===== config.mk =====
export PLATFORM = sky130hd
export DESIGN_NAME = a_compare_seq
export DESIGN_NICKNAME = d
export VERILOG_FILES = /design/src/rtl/a_compare_seq.sv
export SDC_FILE = /design/constraint.sdc
export NUM_CORES = 1
export LEC_CHECK = 0
export CAP_MARGIN = 15
export CORE_MARGIN = 2
export CORE_UTILIZATION = 53
export CTS_BUF_LIST = sky130_fd_sc_hd__clkbuf_16
export CTS_CLUSTER_SIZE = 40
export DETAILED_ROUTE_END_ITERATION = 8
export PLACE_DENSITY_LB_ADDON = 0.2
export SETUP_SLACK_MARGIN = 0.02
export SYNTH_ARGS = -nofsm -noshare
export SYNTH_HDL_FRONTEND = slang
export SYNTH_SLANG_ARGS = --single-unit

===== constraint.sdc =====
create_clock -name clk_ref -period 1.9 [get_ports clk_ref]
set_input_delay 0.19 -clock clk_ref [delete_from_list [all_inputs] [get_ports clk_ref]]
set_output_delay 0.19 -clock clk_ref [all_outputs]
set_load 0.02 [all_outputs]

===== src/rtl/a_compare_seq.sv =====
// a_compare_seq -- step sequencer for the RS232 loopback compare checker.
// Holds DEPTH expected 18-bit words and runs the checker once per entry:
// clear checker, load expected value, enable, wait for flag/error/timeout,
// tally the result.
//
// Ports:
//   clk_ref, rst_n        clock (rising edge) and async active-low reset
//   cfg_we/addr/data      table write port (ignored while busy)
//   num_steps, start      run length (clamped to DEPTH) and run request
//   chk_rst_n, chk_enable, chk_comp_val   registered checker controls
//   chk_flag, chk_error   sticky checker match / mismatch
//   busy, done, cur_step  run status
//   pass_cnt, fail_cnt, tmo_cnt           per-run result counters
module a_compare_seq #(
  parameter int DEPTH = 8,
  parameter int AW    = 3,
  parameter int TMO_W = 10
) (
  input  logic          clk_ref,
  input  logic          rst_n,
  input  logic          cfg_we,
  input  logic [AW-1:0] cfg_addr,
  input  logic [17:0]   cfg_data,
  input  logic [AW:0]   num_steps,
  input  logic          start,
  output logic          chk_rst_n,
  output logic          chk_enable,
  output logic [17:0]   chk_comp_val,
  input  logic          chk_flag,
  input  logic          chk_error,
  output logic          busy,
  output logic          done,
  output logic [AW-1:0] cur_step,
  output logic [AW:0]   pass_cnt,
  output logic [AW:0]   fail_cnt,
  output logic [AW:0]   tmo_cnt
);

  typedef enum logic [2:0] {
    S_IDLE, S_CLEAR, S_ARM, S_WAIT, S_NEXT, S_DONE
  } state_t;

  localparam logic [AW:0]      DEPTH_C = (AW+1)'(DEPTH);
  localparam logic [AW:0]      ONE_C   = (AW+1)'(1);
  localparam logic [TMO_W-1:0] TMO_MAX = '1;

  state_t            state_q, state_d;
  logic [AW-1:0]     step_q, step_d;
  logic [AW:0]       nsteps_q, nsteps_d;
  logic [TMO_W-1:0]  timer_q, timer_d;
  logic [AW:0]       pass_q, pass_d, fail_q, fail_d, tmo_q, tmo_d;
  logic [17:0]       comp_q, comp_d;
  logic              chk_rst_n_q, chk_rst_n_d;
  logic              chk_enable_q, chk_enable_d;
  logic              busy_q, busy_d;
  logic              done_q, done_d;
  logic [17:0]       tbl_q [DEPTH];
  logic              tbl_wr;

  // busy_q is exactly "state is CLEAR/ARM/WAIT/NEXT", so it gates writes.
  assign tbl_wr = cfg_we & ~busy_q;

  always_comb begin
    state_d  = state_q;
    step_d   = step_q;
    nsteps_d = nsteps_q;
    timer_d  = timer_q;
    pass_d   = pass_q;
    fail_d   = fail_q;
    tmo_d    = tmo_q;
    comp_d   = comp_q;
    case (state_q)
      S_IDLE: begin
        if (start) begin
          pass_d = '0;
          fail_d = '0;
          tmo_d  = '0;
          if (num_steps == '0) begin
            state_d = S_DONE;
          end else begin
            nsteps_d = (num_steps > DEPTH_C) ? DEPTH_C : num_steps;
            step_d   = '0;
            state_d  = S_CLEAR;
          end
        end
      end
      S_CLEAR: begin
        // Loaded at the end of CLEAR so a table write coinciding with start
        // is already visible.
        comp_d  = tbl_q[step_q];
        state_d = S_ARM;
      end
      S_ARM: begin
        timer_d = '0;
        state_d = S_WAIT;
      end
      S_WAIT: begin
        // Compare the incremented value so WAIT lasts 2**TMO_W-1 cycles.
        timer_d = timer_q + 1'b1;
        if (chk_error) begin
          fail_d  = fail_q + ONE_C;
          state_d = S_NEXT;
        end else if (chk_flag) begin
          pass_d  = pass_q + ONE_C;
          state_d = S_NEXT;
        end else if (timer_d == TMO_MAX) begin
          tmo_d   = tmo_q + ONE_C;
          state_d = S_NEXT;
        end
      end
      S_NEXT: begin
        if ({1'b0, step_q} == nsteps_q - ONE_C) begin
          state_d = S_DONE;
        end else begin
          step_d  = step_q + 1'b1;
          state_d = S_CLEAR;
        end
      end
      S_DONE:  state_d = S_IDLE;
      default: state_d = S_IDLE;
    endcase

    // Outputs registered from the next state so they line up with it.
    chk_rst_n_d  = (state_d != S_CLEAR);
    chk_enable_d = (state_d == S_ARM) || (state_d == S_WAIT);
    busy_d       = (state_d == S_CLEAR) || (state_d == S_ARM) ||
                   (state_d == S_WAIT)  || (state_d == S_NEXT);
    done_d       = (state_d == S_DONE);
  end

  always_ff @(posedge clk_ref or negedge rst_n) begin
    if (!rst_n) begin
      state_q      <= S_IDLE;
      step_q       <= '0;
      nsteps_q     <= '0;
      timer_q      <= '0;
      pass_q       <= '0;
      fail_q       <= '0;
      tmo_q        <= '0;
      comp_q       <= '0;
      chk_rst_n_q  <= 1'b1;
      chk_enable_q <= 1'b0;
      busy_q       <= 1'b0;
      done_q       <= 1'b0;
      for (int i = 0; i < DEPTH; i++) tbl_q[i] <= '0;
    end else begin
      state_q      <= state_d;
      step_q       <= step_d;
      nsteps_q     <= nsteps_d;
      timer_q      <= timer_d;
      pass_q       <= pass_d;
      fail_q       <= fail_d;
      tmo_q        <= tmo_d;
      comp_q       <= comp_d;
      chk_rst_n_q  <= chk_rst_n_d;
      chk_enable_q <= chk_enable_d;
      busy_q       <= busy_d;
      done_q       <= done_d;
      if (tbl_wr) tbl_q[cfg_addr] <= cfg_data;
    end
  end

  assign chk_rst_n    = chk_rst_n_q;
  assign chk_enable   = chk_enable_q;
  assign chk_comp_val = comp_q;
  assign busy         = busy_q;
  assign done         = done_q;
  assign cur_step     = step_q;
  assign pass_cnt     = pass_q;
  assign fail_cnt     = fail_q;
  assign tmo_cnt      = tmo_q;

endmodule


# Word level (Yosys, flattened, before mapping)
# Index checks and enable logic that the tools add are counted.
# word_totals
register_bits	198
in_bits	31
out_inout_bits	37
# op_classes
addsub	6
order_cmp	4
n_eq_ne	20
n_mux	29
bitwise	5
reduce_logical	15
# ops
operator	n
bitwise mux 144 bit	1
binary-select mux 18 bit (select 3 bit)	1
demux 18 bit (select 3 bit)	1
2-to-1 mux 18 bit	3
2-to-1 mux 4 bit	8
2-to-1 mux 3 bit	9
case mux 4 bit (2 select lines)	3
case mux 10 bit (2 select lines)	1
!= test 2 bit (second input constant)	8
case mux 3 bit (5 select lines)	1
adder 4 x 1 -> 4 bit (second input constant)	3
== test 3 x 2 -> 1 bit (second input constant)	4
adder 10 x 1 -> 10 bit (second input constant)	1
== test 10 bit (second input constant)	1
== test 3 bit (second input constant)	3
greater-or-equal comparator 4 bit (second input constant)	2
NOT 3 -> 4 bit	2
AND reduction 4 bit	2
== test 3 x 1 -> 1 bit (second input constant)	2
case mux 3 bit (2 select lines)	1
AND reduction 3 bit	2
nonzero test 2 bit	3
AND reduction 5 bit	1
== test 3 x 4 -> 1 bit	1
11 further kinds	15

# Longest topological paths before layout
# depth
depth_word	10
mapped_depth	8

# Least setup slack after synthesis
# No wires, ideal clock.
# synth_timing
kind	reg2reg
from	register busy_q (netlist: busy)
to	register tbl_q[25] in the netlist's numbering
setup_time_ns	0.128
arrival_ns	1.872
t_required_ns	1.772
path_slack_ns	-0.099
path_stages_with_launch	6
n_path_buf	2
period_less_slack_ns	1.999
path_cell_list	dfrtp_1 nor3b_1 and3_1 clkbuf_1 buf_2 mux2_1
# synth_via
elab_chain_cells	2
# synth_rtl
item	line_no	source
start: declaration	55	logic busy_q, busy_d;
start signal: assignment	157	busy_q <= busy_d;
NOT 1 bit	61	assign tbl_wr = cfg_we & ~busy_q;
bitwise AND 1 bit	61	
end signal: indexed assignment	159	if (tbl_wr) tbl_q[cfg_addr] <= cfg_data;
end: declaration	57	logic [17:0] tbl_q [DEPTH];
# Every way passes these cells.
# A chain may end at the register's enable or synchronous reset.

# Worst setup path in the final report
# layout_timing
from	register nsteps_q[0]
to	register step_q[2] (netlist: cur_step[2])
# layout_via
elab_chain_cells	4
# layout_rtl
item	line_no	source
start: declaration	49	logic [AW:0] nsteps_q, nsteps_d;
start signal: assignment	149	nsteps_q <= nsteps_d;
subtractor 4 x 1 -> 4 bit	112	if ({1'b0, step_q} == nsteps_q - ONE_C) begin
== test 3 x 4 -> 1 bit	112	
!= test 2 bit (no line)	n/a	
AND reduction 4 bit (no line)	n/a	
end signal: assignment	148	step_q <= step_d;
end: declaration	48	logic [AW-1:0] step_q, step_d;
# Every way passes these cells.

==> summary.md <==
| Metric | Value |
|---|---|
| Outcome | finished with violations |
| Failing checks | setup timing |
| Max Slew Vio Count | 0 |
| Total leakage power | 4.85 nW |
| GRT Total Usage | 23.7% |
| RSZ-0062 raised after global routing | true |
| Register area share after synthesis | 54.9% |
| Total CTS buffers | 17 |
| Post-Syn Area | 0.00903 sq mm |
| Vias per cell | 5.87 |
| VDD IR max | 767 uV |
| Crit path arrival time | 2.26 ns |
| Req. time, crit path | 2.24 ns |
| Final-layout fill cell count | 1189 |
| Initial antenna violation count | 1 |
| Yosys reg bits | 198 |
| Worst Skew | 0.0104 ns |
| Core area | 0.0166 sq mm |
| CTS sink count | 198 |
| DR WL/cell | 20.0 um |
| Max clock buf depth | 2 |
| Yosys warns | 0 |
| Min cycle time layout | 1.93 ns |
| Post-synth ARST share | 100% |
| Count of cell types in the netlist | 54 |
| IO Port Bufs | 67 |
| Area contributors post-synth | dfrtp_1, mux2_1, mux4_2 |
| CP max FO | 3 |
| DIE HEIGHT | 135 um |
| Pwr/cell area | 1490 mW/mm^2 |
| Final Hold Viols | 0 |
| HP Class | in2async |
| Measured slew at the worst slew-check pin | 0.423 ns |
| CTS tree | done |
| Setup violators final | 4 |
| Clk_lat worst skew | 0.43 ns |
| Post-Place Setup Slack | -0.0674 ns |
| Chip width | 135 um |
| Predominant post-synthesis flop cell | dfrtp_1 |
| Start point of the critical path | nsteps_q[0] |
| Share of cells above drive strength 1 | 28.1% |
| DRC viols | 0 |
| Syn_nets | 704 |
| FF-to-FF Start | nsteps_q[0] |
| Starting DRC count in detailed routing | 272 |
| Number of flops mapped to enable cells by yosys | 0 |
| Share of the synthesized area in the top cell type | 54.6% |
| Die area | 0.0181 sq mm |
| Placer Congestion | 0.846 |
| Max_cap viols | 0 |
| Most frequent cell after synthesis | dfrtp_1 |
| Final period util | 102% |
| DP Area | 0.0104 sq mm |
| Crit path kind | reg2reg |
| Rows | 47 |
| Most frequent cells after synthesis | dfrtp_1, mux2_1, mux2_2 |
| Post-DP HPWL | 12500 um |
| DRT Pass-1 Iters | 5 |
| Highest achievable clock rate | 519 MHz |
| Number of global-route vias before repair | 6323 |
| Placed cells | 962 |
| Antenna-violating nets left | 0 |
| Nature of the critical path startpoint | flop |
| Worst-path clk slew | 0.07 ns |
| Biggest area consumer among synthesized cells | dfrtp_1 |
| DR vias | 5900 |
| Io pins | 68 |
| Detailed Route WL | 20100 um |
| Area grow syn2layout | 22.8% |
| Max-slew headroom | 71.8% |
| Root Driver | clkbuf_16 |
| First-pass GRT wire length | 32800 um |
| Htree depth | 4 |
| Synth Instances | 666 |
| Syn avg cell area | 13.6 sq um |
| Crit path capture type | flop |
| Net count, final | 810 |
| Setup ws final | -0.0286 ns |
| Initial core utilization | 54.3% |
| Fin util | 66.6% |
| Finished Layout Cells | 1005 |
| Layout Cell Area excl Fill | 0.0111 sq mm |
| Pin count of the biggest net entering global routing | 81 |
| Remaining Overflow, GRT | 0 |
==> per-stage QoR <==
step / hold slack (ns) / total power (W) / TNS, ns
6_report: 0.164 / 0.0165 / -0.0775
5_1_grt: 0.164 / 0.0175 / -0.963
4_1_cts: 0.157 / 0.0165 / -0.102
3_5_place_dp: 0.0405 / 0.0132 / -1.23
3_3_place_gp: 0.0421 / 0.0128 / -1.62
2_1_floorplan: -0.106 / 0.0110 / 0
==> registers in the layout (all words and copies together), names as in the netlist <==
name	flops
pass_cnt	4
cur_step	3
chk_rst_n	1
chk_comp_val	18
tbl_q	144
state_q	3
busy	1
done	1
chk_enable	1
timer_q	10
tmo_cnt	4
fail_cnt	4
nsteps_q	4
==> timing repair <==
item	CTS	global route
resized for setup	16	14
endpoints found under the setup margin	11	12
pin swaps	17	11
buffers inserted	10	0
hold buffers	1	0
endpoints found under the hold margin	197	0
==> critical path: stages, from the launching register on <==
cell,delay (ns)
dfrtp_1,0.37
inv_1,0.05
ha_2,0.19
xnor2_2,0.15
nor4bb_4,0.17
o2111ai_2,0.21
nand2_1,0.12
or4_1,0.44
o211ai_1,0.14
==> per-layer routing <==
metal / routed length (um) / global-route usage, % / part of all wire (%)
met5: 0 / 0 / 0
met4: 544 / 8.77 / 2.7
met3: 683 / 4.39 / 3.4
met1: 8660 / 30.0 / 43
met2: 10200 / 41.0 / 51
==> final cells by class <==
class	count	area (sq um)	share of cell area, %
diodes	1	2.50	0.0226
clock buffers	17	425	3.84
clock inverters	14	73.8	0.666
inverters	8	30.0	0.271
multi-input cells	425	4050	36.5
flip-flops and latches	198	4960	44.8
well taps	220	275	2.48
repair buffers	122	1270	11.5
==> layout by cell type, fill, tap and decap left out, drive strengths merged, types with 6 or more instances in the layout <==
cell type	instances
dfrtp	197
mux2	144
clkdlybuf4s50	65
nand2	61
buf	54
mux4	36
nor2	33
a31oi	22
clkbuf	18
o21ai	16
nand3	13
inv	12
a21oi	8
nor3	8
clkinv	8
nand3b	7
ha	7
nor3b	6
==> cell families after synthesis <==
family / Yosys count / share of synthesized area, %
AOI/OAI and AO/OA: 72 / 5.75
xor gates and xnor gates: 7 / 0.679
buffers and inverters: 43 / 1.95
and+or+nand+nor: 155 / 8.38
muxes: 184 / 27.4
adders and majority gates: 7 / 0.970
DFF: 198 / 54.9
==> power breakdown <==
group	switching (W)	leakage, nW	internal (W)
Combinational	0.00268	2.08	0.00341
Sequential	0.00114	2.51	0.00618
Clock	0.00151	0.256	0.00163
==> final timing paths <==
kind	end	slack, ns	cells after the start
min in group clk_ref	nsteps_q[3]	0.43	3
setup reg to reg	cur_step[2]	-0.03	8
hold reg to reg	tbl_q[50]	0.48	1
max in group asynchronous	chk_rst_n	1.10	3
hold / removal	timer_q[4]	0.16	2
setup / recovery	cur_step[2]	-0.03	8
Note: power is estimated with default switching activity, not from simulation.
